[config.mk]
export PLATFORM = sky130hd
export DESIGN_NAME = stream_fifo_arb
export DESIGN_NICKNAME = d
export VERILOG_FILES = /design/src/rtl/fifo_v3.sv /design/src/rtl/stream_fifo_arb.sv
export SDC_FILE = /design/constraint.sdc
export NUM_CORES = 1
export LEC_CHECK = 0
export BUFFER_PORTS_ARGS = -buffer_cell sky130_fd_sc_hd__buf_2
export CAP_MARGIN = 25
export CORE_MARGIN = 2
export CORE_UTILIZATION = 59
export DETAILED_ROUTE_END_ITERATION = 8
export GPL_TIMING_DRIVEN = 0
export PLACE_DENSITY = 0.78
export SLEW_MARGIN = 30
export SYNTH_ARGS = -nofsm -noshare
export SYNTH_HDL_FRONTEND = slang
export SYNTH_SLANG_ARGS = --single-unit
export TNS_END_PERCENT = 50
[constraint.sdc]
create_clock -name clk_i -period 3.9 [get_ports clk_i]
set_input_delay 0 -clock clk_i [delete_from_list [all_inputs] [get_ports clk_i]]
set_output_delay 0 -clock clk_i [all_outputs]
set_load 0.005 [all_outputs]
[src/rtl/fifo_v3.sv]
// Single-clock FIFO with registered output (no fall-through), exact DEPTH capacity,
// synchronous flush and asynchronous active-low reset.
module fifo_v3 #(
    parameter bit  FALL_THROUGH = 1'b0,
    parameter int  DEPTH        = 4,
    parameter type dtype        = logic,
    localparam int CntWidth     = $clog2(DEPTH + 1),
    localparam int AddrWidth    = (DEPTH > 1) ? $clog2(DEPTH) : 1
) (
    input  logic                clk_i,
    input  logic                rst_ni,
    input  logic                flush_i,
    output logic                full_o,
    output logic                empty_o,
    output logic [CntWidth-1:0] usage_o,
    input  dtype                data_i,
    input  logic                push_i,
    output dtype                data_o,
    input  logic                pop_i
);

    dtype                 mem_q [DEPTH];
    logic [AddrWidth-1:0] rd_ptr_q;
    logic [AddrWidth-1:0] wr_ptr_q;
    logic [CntWidth-1:0]  cnt_q;
    logic                 do_push;
    logic                 do_pop;

    if (FALL_THROUGH) begin : g_no_fall_through
        $error("fifo_v3: FALL_THROUGH mode is not implemented");
    end
    if (DEPTH < 1) begin : g_bad_depth
        $error("fifo_v3: DEPTH must be at least 1");
    end

    function automatic logic [AddrWidth-1:0] wrap_inc(input logic [AddrWidth-1:0] p);
        return (p == AddrWidth'(DEPTH - 1)) ? '0 : p + AddrWidth'(1);
    endfunction

    assign full_o  = (cnt_q == CntWidth'(DEPTH));
    assign empty_o = (cnt_q == '0);
    assign usage_o = cnt_q;
    assign data_o  = mem_q[rd_ptr_q];
    assign do_push = push_i && !full_o;
    assign do_pop  = pop_i && !empty_o;

    always_ff @(posedge clk_i or negedge rst_ni) begin
        if (!rst_ni) begin
            rd_ptr_q <= '0;
            wr_ptr_q <= '0;
            cnt_q    <= '0;
            for (int i = 0; i < DEPTH; i++) begin
                mem_q[i] <= '0;
            end
        end else if (flush_i) begin
            rd_ptr_q <= '0;
            wr_ptr_q <= '0;
            cnt_q    <= '0;
        end else begin
            if (do_push) begin
                mem_q[wr_ptr_q] <= data_i;
                wr_ptr_q        <= wrap_inc(wr_ptr_q);
            end
            if (do_pop) begin
                rd_ptr_q <= wrap_inc(rd_ptr_q);
            end
            if (do_push && !do_pop) begin
                cnt_q <= cnt_q + CntWidth'(1);
            end else if (do_pop && !do_push) begin
                cnt_q <= cnt_q - CntWidth'(1);
            end
        end
    end

endmodule

[src/rtl/stream_fifo_arb.sv]
// Per-channel input FIFOs merged onto one output stream by a round-robin arbiter
// whose choice is held stable while the output is stalled.
module stream_fifo_arb #(
    parameter int  NumChan  = 4,
    parameter int  Depth    = 4,
    parameter type T        = logic,
    localparam int IdxWidth = (NumChan > 1) ? $clog2(NumChan) : 1,
    localparam int CntWidth = $clog2(Depth + 1)
) (
    input  logic                              clk_i,
    input  logic                              rst_ni,
    input  logic                              flush_i,
    input  T              [NumChan-1:0]       inp_data_i,
    input  logic          [NumChan-1:0]       inp_valid_i,
    output logic          [NumChan-1:0]       inp_ready_o,
    output T                                  oup_data_o,
    output logic          [IdxWidth-1:0]      oup_idx_o,
    output logic                              oup_valid_o,
    input  logic                              oup_ready_i,
    output logic [NumChan-1:0][CntWidth-1:0]  usage_o
);

    if (NumChan < 1) begin : g_bad_chan
        $error("stream_fifo_arb: NumChan must be at least 1");
    end
    if (Depth < 1) begin : g_bad_depth
        $error("stream_fifo_arb: Depth must be at least 1");
    end

    logic [NumChan-1:0]  full;
    logic [NumChan-1:0]  empty;
    logic [NumChan-1:0]  push;
    logic [NumChan-1:0]  pop;
    T     [NumChan-1:0]  head;
    logic [IdxWidth-1:0] ptr_q;
    logic [IdxWidth-1:0] lock_idx_q;
    logic                lock_q;
    logic [IdxWidth-1:0] rr_idx;
    logic [IdxWidth-1:0] rr_cand;
    logic [IdxWidth-1:0] sel_idx;
    logic                handshake;

    for (genvar c = 0; c < NumChan; c++) begin : g_chan
        fifo_v3 #(
            .FALL_THROUGH (1'b0),
            .DEPTH        (Depth),
            .dtype        (T)
        ) i_fifo (
            .clk_i   (clk_i),
            .rst_ni  (rst_ni),
            .flush_i (flush_i),
            .full_o  (full[c]),
            .empty_o (empty[c]),
            .usage_o (usage_o[c]),
            .data_i  (inp_data_i[c]),
            .push_i  (push[c]),
            .data_o  (head[c]),
            .pop_i   (pop[c])
        );
    end

    // Ready depends only on fill state and flush, never on the incoming valid.
    assign inp_ready_o = ~full & {NumChan{~flush_i}};
    assign push        = inp_valid_i & inp_ready_o;

    // Scan downwards so the last hit is the first non-empty channel from the pointer.
    always_comb begin
        rr_idx  = ptr_q;
        rr_cand = '0;
        for (int i = NumChan - 1; i >= 0; i--) begin
            rr_cand = ((int'(ptr_q) + i) >= NumChan) ? IdxWidth'(int'(ptr_q) + i - NumChan)
                                                     : IdxWidth'(int'(ptr_q) + i);
            if (!empty[rr_cand]) begin
                rr_idx = rr_cand;
            end
        end
    end

    assign sel_idx     = lock_q ? lock_idx_q : rr_idx;
    assign oup_valid_o = !flush_i && !empty[sel_idx];
    assign oup_idx_o   = oup_valid_o ? sel_idx : '0;
    assign oup_data_o  = oup_valid_o ? head[sel_idx] : '0;
    assign handshake   = oup_valid_o && oup_ready_i;

    always_comb begin
        pop = '0;
        if (handshake) begin
            pop[sel_idx] = 1'b1;
        end
    end

    always_ff @(posedge clk_i or negedge rst_ni) begin
        if (!rst_ni) begin
            ptr_q      <= '0;
            lock_q     <= 1'b0;
            lock_idx_q <= '0;
        end else if (flush_i) begin
            ptr_q      <= '0;
            lock_q     <= 1'b0;
            lock_idx_q <= '0;
        end else begin
            lock_q     <= oup_valid_o && !oup_ready_i;
            lock_idx_q <= sel_idx;
            if (handshake) begin
                ptr_q <= (sel_idx == IdxWidth'(NumChan - 1)) ? '0 : sel_idx + IdxWidth'(1);
            end
        end
    end

endmodule

Word-level counts from Yosys, hierarchy flattened
Index checks and enable logic that the tools add are counted. W data, S select, Z words.

Output and inout port bits: 20. Word-level logic and storage cells: 257. Bits of input ports: 12. Register bits after elaboration: 49.

Reductions and logical operators: 64. $add $sub $neg: 24. $lt $le $gt $ge: 22. Equality and inequality tests: 13. Bitwise operators: 12. Mux-type cells: 91.

Operator list (count): $mux W2 (38); $mux W3 (12); $ge A3 B3 Y1 const B (11); $logic_and A1 B1 Y1 (24); $not A2 Y3 (8); $mux W1 (21); $bmux W1 S2 (10); $logic_not A1 Y1 (19); $add A2 B1 Y2 const B (9); $eq A2 B2 Y1 const B (9); $reduce_bool A2 Y1 (9); $bwmux W4 (4); $lt A2 B3 Y1 const B (5); $add A3 B1 Y3 const B (4); $eq A3 B3 Y1 const B (4); $logic_not A3 Y1 (4); $lt A3 B1 Y1 const B (4); $reduce_bool A3 Y1 (4); $sub A3 B1 Y3 const B (4); $demux W1 S2 (5); $and A4 B4 Y4 (2); $reduce_and A2 Y1 (4); $sub A2 B1 Y2 const B (4); $add A2 B2 Y3 const B (2); other kinds (6) (6).

Depth between registers and ports, before layout
Gate-level depths: netlist of the first run.

Depth after elaboration: 21. Mapped depth: 16. Gate-level depth less buffers: 14.

Hierarchy
Synthesis of the first run repeated with hierarchy kept, for this count alone.

Cells, all modules: 371. Area, all modules: 3651.0 um2.

Modules (own cells, without submodules): fifo_v3 at g_chan[0].i_fifo ... (seq. area each 275.3 um2, cells each 73, times used 3, area each 749.5 um2); fifo_v3 at g_chan[3].i_fifo (seq. area each 275.3 um2, cells each 74, times used 1, area each 757.0 um2); stream_fifo_arb (seq. area each 125.1 um2, cells each 78, times used 1, area each 645.6 um2).

Least setup slack after synthesis of the first run
No wires, ideal clock.

Path type: reg-to-reg. From: reg g_chan[1].i_fifo.cnt_q[0]. To: reg g_chan[2].i_fifo.cnt_q[2]. Path slack: 0.424 ns. Cell stages (with the launch flop): 12. Data required time: 3.831 ns. Arrival: 3.407 ns. Period minus slack after synthesis: 3.476 ns. Cells stage by stage: dfrtp_1 > or3_4 > and3_1 > a221o_1 > o21ai_4 > mux2i_1 > mux2_4 > nand2_2 > and2_1 > fa_1 > or4b_2 > nand3_1.

Word-level cells in the longest chain between the ends: 19. Elaborated cells on any way between the ends: 32. Classes of those cells: order compare: 2; mux: 20; reduce/logical: 10.

Ends and longest elaborated chain: start: declaration (RTL line fifo_v3.sv:25) `logic [CntWidth-1:0] cnt_q;`; start signal: assignment (RTL line fifo_v3.sv:68) `cnt_q <= cnt_q + CntWidth'(1);`; start signal: assignment (RTL line fifo_v3.sv:70) `cnt_q <= cnt_q - CntWidth'(1);`; $logic_not A3 Y1 * (RTL line fifo_v3.sv:41) `assign empty_o = (cnt_q == '0);`; parallel branches: the longest is 12 deep, another holds $lt A2 B3 Y1; $mux W4 * (RTL line stream_fifo_arb.sv:87) `if (handshake) begin`; $logic_and A1 B1 Y1 * (RTL line fifo_v3.sv:45) `assign do_pop = pop_i && !empty_o;`; $logic_not A1 Y1 (RTL line fifo_v3.sv:67) `if (do_push && !do_pop) begin`; $logic_and A1 B1 Y1 (RTL line fifo_v3.sv:67); $mux W3 (RTL line fifo_v3.sv:67); $mux W3 (RTL line fifo_v3.sv:55) `end else if (flush_i) begin`; end signal: assignment (RTL line fifo_v3.sv:68); end signal: assignment (RTL line fifo_v3.sv:70); end: declaration (RTL line fifo_v3.sv:25).

Every way passes the cells marked *. The select of a mux whose other input is x is not followed. A chain may end at the register's enable or synchronous reset.

Worst setup path in the final report of the first run
From: reg g_chan[1].i_fifo.cnt_q[2]. To: reg g_chan[2].i_fifo.cnt_q[2].

Same word-level chain as after synthesis.

==> flow_metrics.py, run 1 <==
metrics = {
    "timing": {
        "hold_ws_ns": 0.02438,
        "period_share": 0.9589,
        "fin_crit_ns": 3.740,
        "finalHoldViolCount": 0,
        "relSlewSlack": 0.5749,
        "max_freq_mhz": 267.4,
        "skew_ns": 0.009381,
        "tightestPinTransition_ns": 0.6376,
        "slew_viol_final": 0,
        "finalSetupViolCount": 0,
    },
    "worst_setup_path": {
        "path_max_fanout": 10,
        "reg2regPathDepth": 11,
        "path_class": "reg -> reg",
        "crit_path_start_kind": "flip-flop",
        "worst_ep_arrival_time_ns": 4.00,
        "crit_path_end_kind": "flip-flop",
        "worstPathRequired_ns": 4.16,
    },
    "placement": {
        "dp_hpwl_um": 4319,
        "port_buffers": 30,
        "dp_cells": 387,
        "gp_congestion": 0.8419,
    },
    "power": {
        "powerDensity_nw_per_um2": 778.9,
        "irDropWorstVdd_uv": 465.8,
        "finalPower_mw": 2.681,
        "power_leakage_nw": 1.615,
    },
    "die": {
        "ios": 32,
        "rows": 25,
        "die_w_um": 75.03,
        "die_h_um": 75.03,
        "start_util": 0.6220,
        "core_area_um2": 4786,
        "fp.dieArea_um2": 5630,
    },
    "grt": {
        "grt_pass1_wl_um": 10340,
        "grt_max_degree": 50,
        "grt_pass1_vias": 2240,
        "grt_overflow": 0,
        "antenna_found_initial": 0,
        "grt_usage": 0.2447,
    },
    "worst_hold_path": {
        "min_path_cells": 3,
        "hold_class": "in -> reg",
    },
    "synth": {
        "yosys.area.top_type": "dfrtp_1",
        "synth_ff_type": "dfrtp_1",
        "yosys_warnings": 0,
        "ys_seq_area_frac": 0.4119,
        "synthArstFlopShare": 1.000,
        "ys_types": 51,
        "ys_ff_latch": 49,
        "synthTopCellsByArea": "dfrtp_1, ha_1, mux2_2",
        "yosysTopAreaCellShare": 0.4119,
        "syn_area_um2": 2977,
        "synth_edf_count": 0,
        "syn-num-nets": 325,
        "netlist_instances": 290,
        "syn_area_per_cell_um2": 10.26,
    },
    "detailed_routing": {
        "dr.pass1.iters": 4,
        "drc": 0,
        "initialDrtViolationCount": 139,
        "dr_total_vias": 2280,
        "drt-total-wl_um": 6156,
        "wl_met1_um": 2735,
        "viasPerCell": 5.602,
        "top_layer": "met4",
        "ant_nets": 0,
        "route.met2.wl_um": 3032,
        "wl_met3_um": 304,
        "wl_per_cell_um": 15.13,
    },
    "clocking": {
        "cts_root_buffer": "clkbuf_8",
        "cts_sinks": 49,
        "htreeDepth": 2,
        "cts_tree": "done",
        "clock_latency_ns": 0.32,
        "cts_buffers": 5,
        "cts.path.max_buffers": 2,
        "clk_pin_slew_ns": 0.10,
    },
    "layout": {
        "layout.area.seq_um2": 1226,
        "final_cell_mix": "dfrtp_1, nand2_1, buf_2",
        "n_fill_cell": 344,
        "diodes": 0,
        "finalNetCount": 374,
        "synthToLayoutAreaGrowth_pct": 15.64,
        "fin_cells": 407,
        "multi_input_area_um2": 1632,
        "finish.utilization": 0.7192,
        "final_common_cell": "dfrtp_1",
        "drive_above_1_share": 0.2265,
    },
    "job": {
        "maxCapViolations": 0,
    },
    "run_status": {
        "status": "completed",
    },
}
-- metrics by stage --
stage | area [um^2] | setup TNS, ns | worst slack [ns]
after floorplan | 2977 | 0 | 0.4241
after CTS | 3398 | 0 | 0.03620
final | 3442 | 0 | 0.1604
after detailed placement | 3213 | 0 | 0.1323
after global placement | 3211 | 0 | 0.1719
after global routing | 3442 | -0.02163 | -0.02163
-- final timing paths --
| kind | startpoint | end | slack (ns) |
|---|---|---|---|
| max | g_chan[1].i_fifo.usage_o[2] | g_chan[2].i_fifo.usage_o[2] | 0.16 |
| min | inp_valid_i[1] | g_chan[1].i_fifo.wr_ptr_q[0] | 0.02 |
| max reg2reg | g_chan[1].i_fifo.usage_o[2] | g_chan[2].i_fifo.usage_o[2] | 0.16 |
| min reg2reg | g_chan[0].i_fifo.mem_q[1] | g_chan[0].i_fifo.mem_q[1] | 0.51 |
| max in group asynchronous | rst_ni | g_chan[1].i_fifo.usage_o[0] | 3.25 |
| min in group asynchronous | rst_ni | g_chan[2].i_fifo.usage_o[0] | 0.23 |
-- power breakdown --
group / internal, mW / switching [mW] / leakage, nW / total (mW)
logic: 0.713 / 0.749 / 0.921 / 1.46
registers: 0.682 / 0.161 / 0.640 / 0.843
clock network: 0.192 / 0.183 / 0.0543 / 0.375
-- layer usage --
| layer | global-route usage | vias to the layer above |
|---|---|---|
| li1 | - | 1102 |
| met1 | 0.3127 | 1111 |
| met2 | 0.4094 | 58 |
| met3 | 0.05087 | 9 |
| met4 | 0.09722 | 0 |
| met5 | 0 | - |
-- timing repair --
action	4_1_cts	5_1_grt
buffers inserted	0	5
resized for setup	0	1
setup endpoints to repair	0	3
hold buffers	7	0
endpoints found under the hold margin	69	0
-- sequential cells by signal (all words and copies together), names as in the netlist --
| signal | flops |
|---|---|
| g_chan.i_fifo.wr_ptr_q | 8 |
| lock_q | 1 |
| ptr_q | 2 |
| g_chan.i_fifo.usage_o | 12 |
| g_chan.i_fifo.rd_ptr_q | 8 |
| g_chan.i_fifo.mem_q | 16 |
| lock_idx_q | 2 |
-- cell usage after synthesis (2+ instances only) --
cell	count
xor2_1	5
nand2_1	34
nor4b_1	2
mux2_2	18
nand2b_1	2
nor2b_1	2
nand3b_1	2
dfrtp_1	49
mux4_2	5
nor2_1	25
o21ai_0	6
and2_1	5
or3_1	4
a31oi_1	4
xnor2_1	4
o31ai_1	5
inv_1	21
a21oi_1	10
o22ai_1	5
ha_1	19
and3_1	2
mux2i_1	12
nor3_2	2
fa_1	4
clkbuf_1	7
nand3_1	6
nor3_1	6
-- logic make-up (layout without fill, tap and decap cells) --
kind of cell	after synthesis	after routing	share of synthesized area
mux	36	36	0.1513
xor+xnor	9	9	0.02648
buf+inv	31	81	0.04203
flops	49	49	0.4119
simple gates	100	100	0.1677
compound gates	42	42	0.09374
fa+ha+maj	23	23	0.1068
-- final cells by class --
| class | instances | share of cell area |
|---|---|---|
| Inverter | 21 | 0.02290 |
| Sequential cell | 49 | 0.3562 |
| Multi-Input combinational cell | 210 | 0.4740 |
| Timing Repair Buffer | 42 | 0.07561 |
| Buffer | 10 | 0.01345 |
| Clock inverter | 3 | 0.01345 |
| Clock buffer | 5 | 0.01999 |
| Tap cell | 67 | 0.02435 |
-- critical path, cell delays in order (launching register included) --
cell	delay [ns]
dfrtp_1	0.47
or3_4	0.40
and3_1	0.19
a221o_1	0.30
o21ai_4	0.24
mux2i_1	0.30
mux2_4	0.28
nand2_2	0.15
and2_1	0.19
fa_1	0.42
or4b_2	0.65
nand3_1	0.10
(Power assumes the default switching activity.)
==> inputs of run 2 (changes only) <==
--- a/config.mk
+++ b/config.mk
@@ -5,6 +5,7 @@
 export SDC_FILE = /design/constraint.sdc
 export NUM_CORES = 1
 export LEC_CHECK = 0
+export ABC_AREA = 1
 export BUFFER_PORTS_ARGS = -buffer_cell sky130_fd_sc_hd__buf_2
 export CAP_MARGIN = 25
 export CORE_MARGIN = 2
==> run 2 against run 1 <==
Clock-buffer cell count grew 2. Clock skew shrank 0.0048 ns. Final cell count grew 25%. Hold slack lost 0.018 ns. Critical path type unchanged. Critical endpoint unchanged.
==> flow_metrics.py, run 2 <==
metrics = {
    "power": {
        "irDropWorstVdd_uv": 347.3,
        "power_leakage_nw": 1.775,
        "clkPwrFrac": 0.118,
        "p_sw_mw": 1.210,
        "swShare": 0.4684,
        "powerDensity_nw_per_um2": 750.6,
        "combPwrFrac": 0.551,
        "seqPwrFrac": 0.331,
        "internal_power_mw": 1.374,
    },
    "timing": {
        "setup_tns_ns": 0,
        "max_freq_mhz": 305.2,
        "tightestPinTransition_ns": 0.6222,
        "relSlewSlack": 0.5852,
        "finalHoldViolCount": 0,
        "finalSetupViolCount": 0,
        "period_share": 0.8402,
        "fin_crit_ns": 3.277,
        "rsz0062_at_grt": "false",
        "skew_ns": 0.004571,
        "hold_ws_ns": 0.006846,
        "slew_viol_final": 0,
    },
    "worst_setup_path": {
        "crit_path_start_kind": "flip-flop",
        "critPathMaxStageDelay_ns": 0.42,
        "path_buf_inv": 5,
        "path_common_cell": "nand2_1",
        "path_max_fanout": 10,
        "worstPathRequired_ns": 4.15,
        "cpLargestDelayFamily": "simple AND/OR/NAND/NOR gates",
        "cp_slowest_cell": "dfrtp_1",
        "reg2regPathDepth": 25,
        "crit_cells": 25,
        "path_class": "reg -> reg",
        "crit_path_end_kind": "flip-flop",
        "worst_ep_arrival_time_ns": 3.52,
    },
    "synth": {
        "syn-num-nets": 434,
        "ys_seq_area_frac": 0.3993,
        "yosys_warnings": 0,
        "netlist_top_cells_count": "nand2_1, inv_1, dfrtp_1, nand3_1, o21ai_0",
        "synthTopCellsByArea": "dfrtp_1, nand2_1, ha_1",
        "yosysMostFrequentCell": "nand2_1",
        "syn_area_um2": 3070,
        "ys_types": 39,
        "netlist_instances": 399,
        "yosysTopAreaCellShare": 0.3993,
        "syn_area_per_cell_um2": 7.695,
        "synth_ff_type": "dfrtp_1",
        "ys_ff_latch": 49,
        "synthArstFlopShare": 1.000,
        "synth_edf_count": 0,
        "yosys.area.top_type": "dfrtp_1",
    },
    "worst_hold_path": {
        "min_path_cells": 3,
        "hold_class": "in -> reg",
    },
    "grt": {
        "grt_max_degree": 50,
        "grt_pass1_vias": 2684,
        "grt_usage": 0.2452,
        "grt_pass1_wl_um": 11590,
        "antenna_found_initial": 0,
        "grt_overflow": 0,
    },
    "layout": {
        "diodes": 0,
        "final_common_cell": "nand2_1",
        "largest_register": "g_chan.i_fifo.mem_q",
        "layout.area.seq_um2": 1226,
        "multi_input_area_um2": 1580,
        "n_fill_cell": 448,
        "drive_above_1_share": 0.1409,
        "final_cell_area_um2": 3442,
        "largest_register_ffs": 16,
        "final_cell_mix": "nand2_1, inv_1, dfrtp_1",
        "finalNetCount": 475,
        "synthToLayoutAreaGrowth_pct": 12.10,
    },
    "clocking": {
        "htreeDepth": 2,
        "cts.path.max_buffers": 2,
        "cts_root_buffer": "clkbuf_8",
        "clk_pin_slew_ns": 0.09,
        "clock_latency_ns": 0.30,
        "cts_resized": 0,
        "cts_tree": "done",
        "cts_sinks": 49,
        "cts_buffers": 5,
    },
    "die": {
        "fp.dieArea_um2": 5797,
        "rows": 26,
        "core_area_um2": 5075,
        "die_w_um": 76.14,
        "ios": 32,
        "start_util": 0.6050,
        "die_h_um": 76.14,
    },
    "detailed_routing": {
        "drc": 0,
        "dr_total_vias": 2664,
        "viasPerCell": 5.224,
        "initialDrtViolationCount": 179,
        "drt-total-wl_um": 6525,
        "wl_per_cell_um": 12.79,
        "ant_nets": 0,
        "dr.pass1.iters": 5,
    },
    "placement": {
        "port_buffers": 29,
        "dp_hpwl_um": 4815,
        "gp_congestion": 0.9678,
        "place_area_um2": 3306,
    },
    "job": {
        "maxCapViolations": 0,
    },
    "run_status": {
        "status": "completed",
    },
}
## run 2: cell types whose count changed in the layout (fill, tap and decap cells not counted), sizes merged, moves of 5 or more
cell,change
nand2,+82
nand4,+5
and2,-6
mux2i,-12
buf,-5
mux4,-5
o21ai,+24
mux2,-19
inv,+37
or3,-5
nand3,+33
## run 2: final cells by class
cell class	count	area share
multi-input cells	283	0.4591
repair buffers	34	0.05743
clock buffers	7	0.02508
flip-flops and latches	49	0.3562
plain buffers	7	0.01127
inverters	60	0.06543
well taps	70	0.02545
## run 2: cells by family (layout without fill, tap and decap cells)
| group | count (synthesis) | after routing | synth area share |
|---|---|---|---|
| XOR/XNOR | 7 | 7 | 0.01997 |
| flip-flops | 49 | 49 | 0.3993 |
| AO/OA/AOI/OAI | 59 | 59 | 0.1072 |
| AND/OR/NAND/NOR | 194 | 194 | 0.2840 |
| buffers and inverters | 67 | 108 | 0.08598 |
| adder cells (fa/ha/maj) | 23 | 23 | 0.1035 |
## run 2: path summary, 6_finish.rpt
path / startpoint / to / slack [ns]
setup / recovery: g_chan[2].i_fifo.usage_o[1] / g_chan[2].i_fifo.usage_o[2] / 0.62
hold / removal: inp_data_i[1] / g_chan[1].i_fifo.mem_q[2] / 0.007
setup reg to reg: g_chan[2].i_fifo.usage_o[1] / g_chan[2].i_fifo.usage_o[2] / 0.62
hold reg to reg: g_chan[2].i_fifo.mem_q[2] / g_chan[2].i_fifo.mem_q[2] / 0.49
max in group asynchronous: rst_ni / g_chan[1].i_fifo.rd_ptr_q[1] / 3.22
min in group asynchronous: rst_ni / g_chan[1].i_fifo.wr_ptr_q[0] / 0.25
## run 2: power by group through the flow
stage,registers (mW),clock network [mW],logic [mW]
floorplan,0.834,0,1.06
global placement,0.860,0,1.35
detailed placement,0.865,0,1.42
CTS,0.855,0.311,1.43
global route,0.888,0.324,1.63
finish,0.856,0.304,1.42
## run 2: routing by layer
layer  track usage  wire [um]
met3       0.03673        191
met1        0.3053       2949
met2        0.4268       3205
met5             0          0
met4        0.1055        178
## run 2: tightest hold or removal path, stage by stage
cell	delay, ns
buf_2	0.09
inv_1	0.08
o21ai_0	0.09
## run 2: what timing repair did
item,in CTS,in global routing
endpoints found under the hold margin,55,0
hold buffers,5,0
buffers inserted,0,0
endpoints found under the setup margin,0,0
## run 2: stage by stage
| step | util | setup WS (ns) | power [mW] | cells |
|---|---|---|---|---|
| 3_5_place_dp | 0.6514 | 0.6569 | 2.281 | 498 |
| 2_1_floorplan | - | 1.099 | 1.894 | 399 |
| 4_1_cts | 0.6783 | 0.6204 | 2.591 | 510 |
| 6_report | 0.6783 | 0.6233 | 2.584 | 510 |
| 3_3_place_gp | 0.6509 | 0.7613 | 2.214 | 498 |
| 5_1_grt | 0.6783 | 0.2979 | 2.847 | 510 |
==> inputs of run 3 (changes only) <==
==> constraint.sdc (replaced) <==
create_clock -name clk_i -period 3.1 [get_ports clk_i]
set_input_delay 0 -clock clk_i [delete_from_list [all_inputs] [get_ports clk_i]]
set_output_delay 0 -clock clk_i [all_outputs]
set_load 0.005 [all_outputs]
==> run 3 against run 2 <==
Wire length grew 10%. Clock-buffer cell count is the same. Design area grew 9.6%. Sequential share of layout area shrank 2.9 points. Clock power grew 27%. Combinational power grew 57%. Global-route usage grew 0.87 points. Hold slack lost 0.0031 ns. Die area is the same. Final cell count grew 3.1%. Clock skew grew 0.0022 ns. First-iteration DRC count shrank 15%. Critical endpoint unchanged.
==> flow_metrics.py, run 3 (synthesis results as in run 2) <==
metrics = {
    "power": {
        "combPwrFrac": 0.597,
        "power_leakage_nw": 1.891,
        "seqPwrFrac": 0.299,
        "p_sw_mw": 1.750,
        "irDropWorstVdd_uv": 470.2,
        "powerDensity_nw_per_um2": 990.4,
        "finalPower_mw": 3.738,
        "swShare": 0.4681,
        "clkPwrFrac": 0.103,
        "internal_power_mw": 1.988,
    },
    "layout": {
        "largest_register_ffs": 16,
        "final_common_cell": "nand2_1",
        "n_fill_cell": 390,
        "fin_cells": 526,
        "finalNetCount": 491,
        "synthToLayoutAreaGrowth_pct": 22.90,
        "final_cell_mix": "nand2_1, inv_1, dfrtp_1",
        "largest_register": "g_chan.i_fifo.mem_q",
        "finish.utilization": 0.7436,
        "drive_above_1_share": 0.2544,
        "diodes": 0,
    },
    "detailed_routing": {
        "drt-total-wl_um": 7197,
        "viasPerCell": 5.281,
        "ant_nets": 0,
        "dr_total_vias": 2778,
        "initialDrtViolationCount": 153,
        "wl_per_cell_um": 13.68,
        "dr.pass1.iters": 5,
        "drc": 0,
    },
    "clocking": {
        "cts_tree": "done",
        "cts.path.max_buffers": 2,
        "cts_root_buffer": "clkbuf_8",
        "clock_latency_ns": 0.30,
        "htreeDepth": 2,
        "clk_pin_slew_ns": 0.09,
        "cts_sinks": 49,
        "cts_buffers": 5,
    },
    "placement": {
        "dp_cells": 498,
        "gp_congestion": 0.9678,
        "dp_hpwl_um": 4815,
        "port_buffers": 29,
        "dp_slack_ns": -0.1431,
    },
    "worst_hold_path": {
        "hold_class": "in -> reg",
        "min_path_cells": 3,
    },
    "timing": {
        "finalHoldViolCount": 0,
        "rsz0062_at_grt": "true",
        "skew_ns": 0.006818,
        "relSlewSlack": 0.5894,
        "slew_viol_final": 0,
        "fin_ws_ns": 0.03569,
        "fin_crit_ns": 3.064,
        "tightestPinTransition_ns": 0.6159,
        "setup_tns_ns": 0,
        "finalSetupViolCount": 0,
        "period_share": 0.9885,
        "max_freq_mhz": 326.3,
    },
    "worst_setup_path": {
        "reg2regPathDepth": 25,
        "worst_ep_arrival_time_ns": 3.31,
        "path_class": "reg -> reg",
        "path_max_fanout": 7,
        "crit_path_start_kind": "flip-flop",
        "crit_path_end_kind": "flip-flop",
        "worstPathRequired_ns": 3.35,
    },
    "die": {
        "start_util": 0.6050,
        "core_area_um2": 5075,
        "ios": 32,
        "die_w_um": 76.14,
        "rows": 26,
        "fp.dieArea_um2": 5797,
        "die_h_um": 76.14,
    },
    "job": {
        "maxCapViolations": 0,
    },
    "grt": {
        "grt_overflow": 0,
        "antenna_found_initial": 0,
        "grt_usage": 0.2539,
        "grt_pass1_wl_um": 11980,
        "grt_max_degree": 50,
        "grt_pass1_vias": 2716,
    },
    "run_status": {
        "status": "completed",
    },
}
run 3: path summary, 6_finish.rpt:
kind	to	slack, ns	from
worst max-delay path	g_chan[2].i_fifo.usage_o[2]	0.04	g_chan[2].i_fifo.usage_o[0]
worst max register to register	g_chan[2].i_fifo.usage_o[2]	0.04	g_chan[2].i_fifo.usage_o[0]
min in group asynchronous	g_chan[1].i_fifo.wr_ptr_q[0]	0.24	rst_ni
worst min register to register	g_chan[2].i_fifo.mem_q[2]	0.50	g_chan[2].i_fifo.mem_q[2]
max in group asynchronous	g_chan[2].i_fifo.usage_o[1]	2.40	rst_ni
worst min-delay path	g_chan[3].i_fifo.mem_q[1]	0.004	inp_data_i[3]
run 3: critical path, cell delays in order, from the launching register on:
cell and delay (ns):
dfrtp_2 0.46, nor2_4 0.18, nand3_2 0.11, nand3_2 0.09, nand2_1 0.06, inv_1 0.05
nand2_1 0.06, nand2_2 0.08, nand2_1 0.05, nand2_1 0.07, nand3_2 0.12, nand2_4 0.14
nand2_2 0.07, nand3_2 0.06, nand2_2 0.06, nor2_4 0.15, buf_8 0.14, nand3_4 0.08
nand2_4 0.11, inv_2 0.04, fa_2 0.40, xnor2_2 0.17, inv_1 0.05, nand2_1 0.06
nand3_1 0.07, nand2_1 0.08
run 3: cell type report:
cell class | instances | area (um^2) | area share
multi-input combinational | 283 | 1764 | 0.4675
sequential | 49 | 1235 | 0.3273
buffer | 7 | 46.29 | 0.01227
clock buffer | 7 | 86.33 | 0.02288
timing repair buffer | 50 | 321.6 | 0.08521
inverter | 60 | 232.7 | 0.06167
tap | 70 | 87.58 | 0.02321
run 3: repair_timing:
| action | in CTS | in global routing |
|---|---|---|
| pin swaps | 3 | 17 |
| cloned | 0 | 0 |
| endpoints found under the hold margin | 55 | 0 |
| gates resized for setup | 11 | 43 |
| setup endpoints to repair | 6 | 6 |
| setup buffers | 6 | 10 |
| hold buffers | 5 | 0 |
run 3: stage by stage:
step	hold slack [ns]	area (um^2)
after CTS	0.002447	3521
after detailed placement	0.05873	3306
final	0.003770	3774
after floorplan	-0.2956	3070
after global routing	0.01951	3774
after global placement	0.2621	3303
run 3: metal layers:
metal	share of wire	global-route usage	vias up	routed length, um
met5	0	0	-	0
met4	0.025	0.1000	0	177
met3	0.043	0.03318	14	313
met2	0.50	0.4411	71	3616
met1	0.43	0.3242	1298	3090
li1	-	-	1395	-
run 3: power groups by stage:
stage | sequential, mW | clock (mW) | combinational [mW]
final | 1.12 | 0.386 | 2.23
after detailed placement | 1.09 | 0 | 1.78
after global placement | 1.08 | 0 | 1.70
after CTS | 1.09 | 0.391 | 1.95
after floorplan | 1.05 | 0 | 1.33
after global routing | 1.16 | 0.416 | 2.51
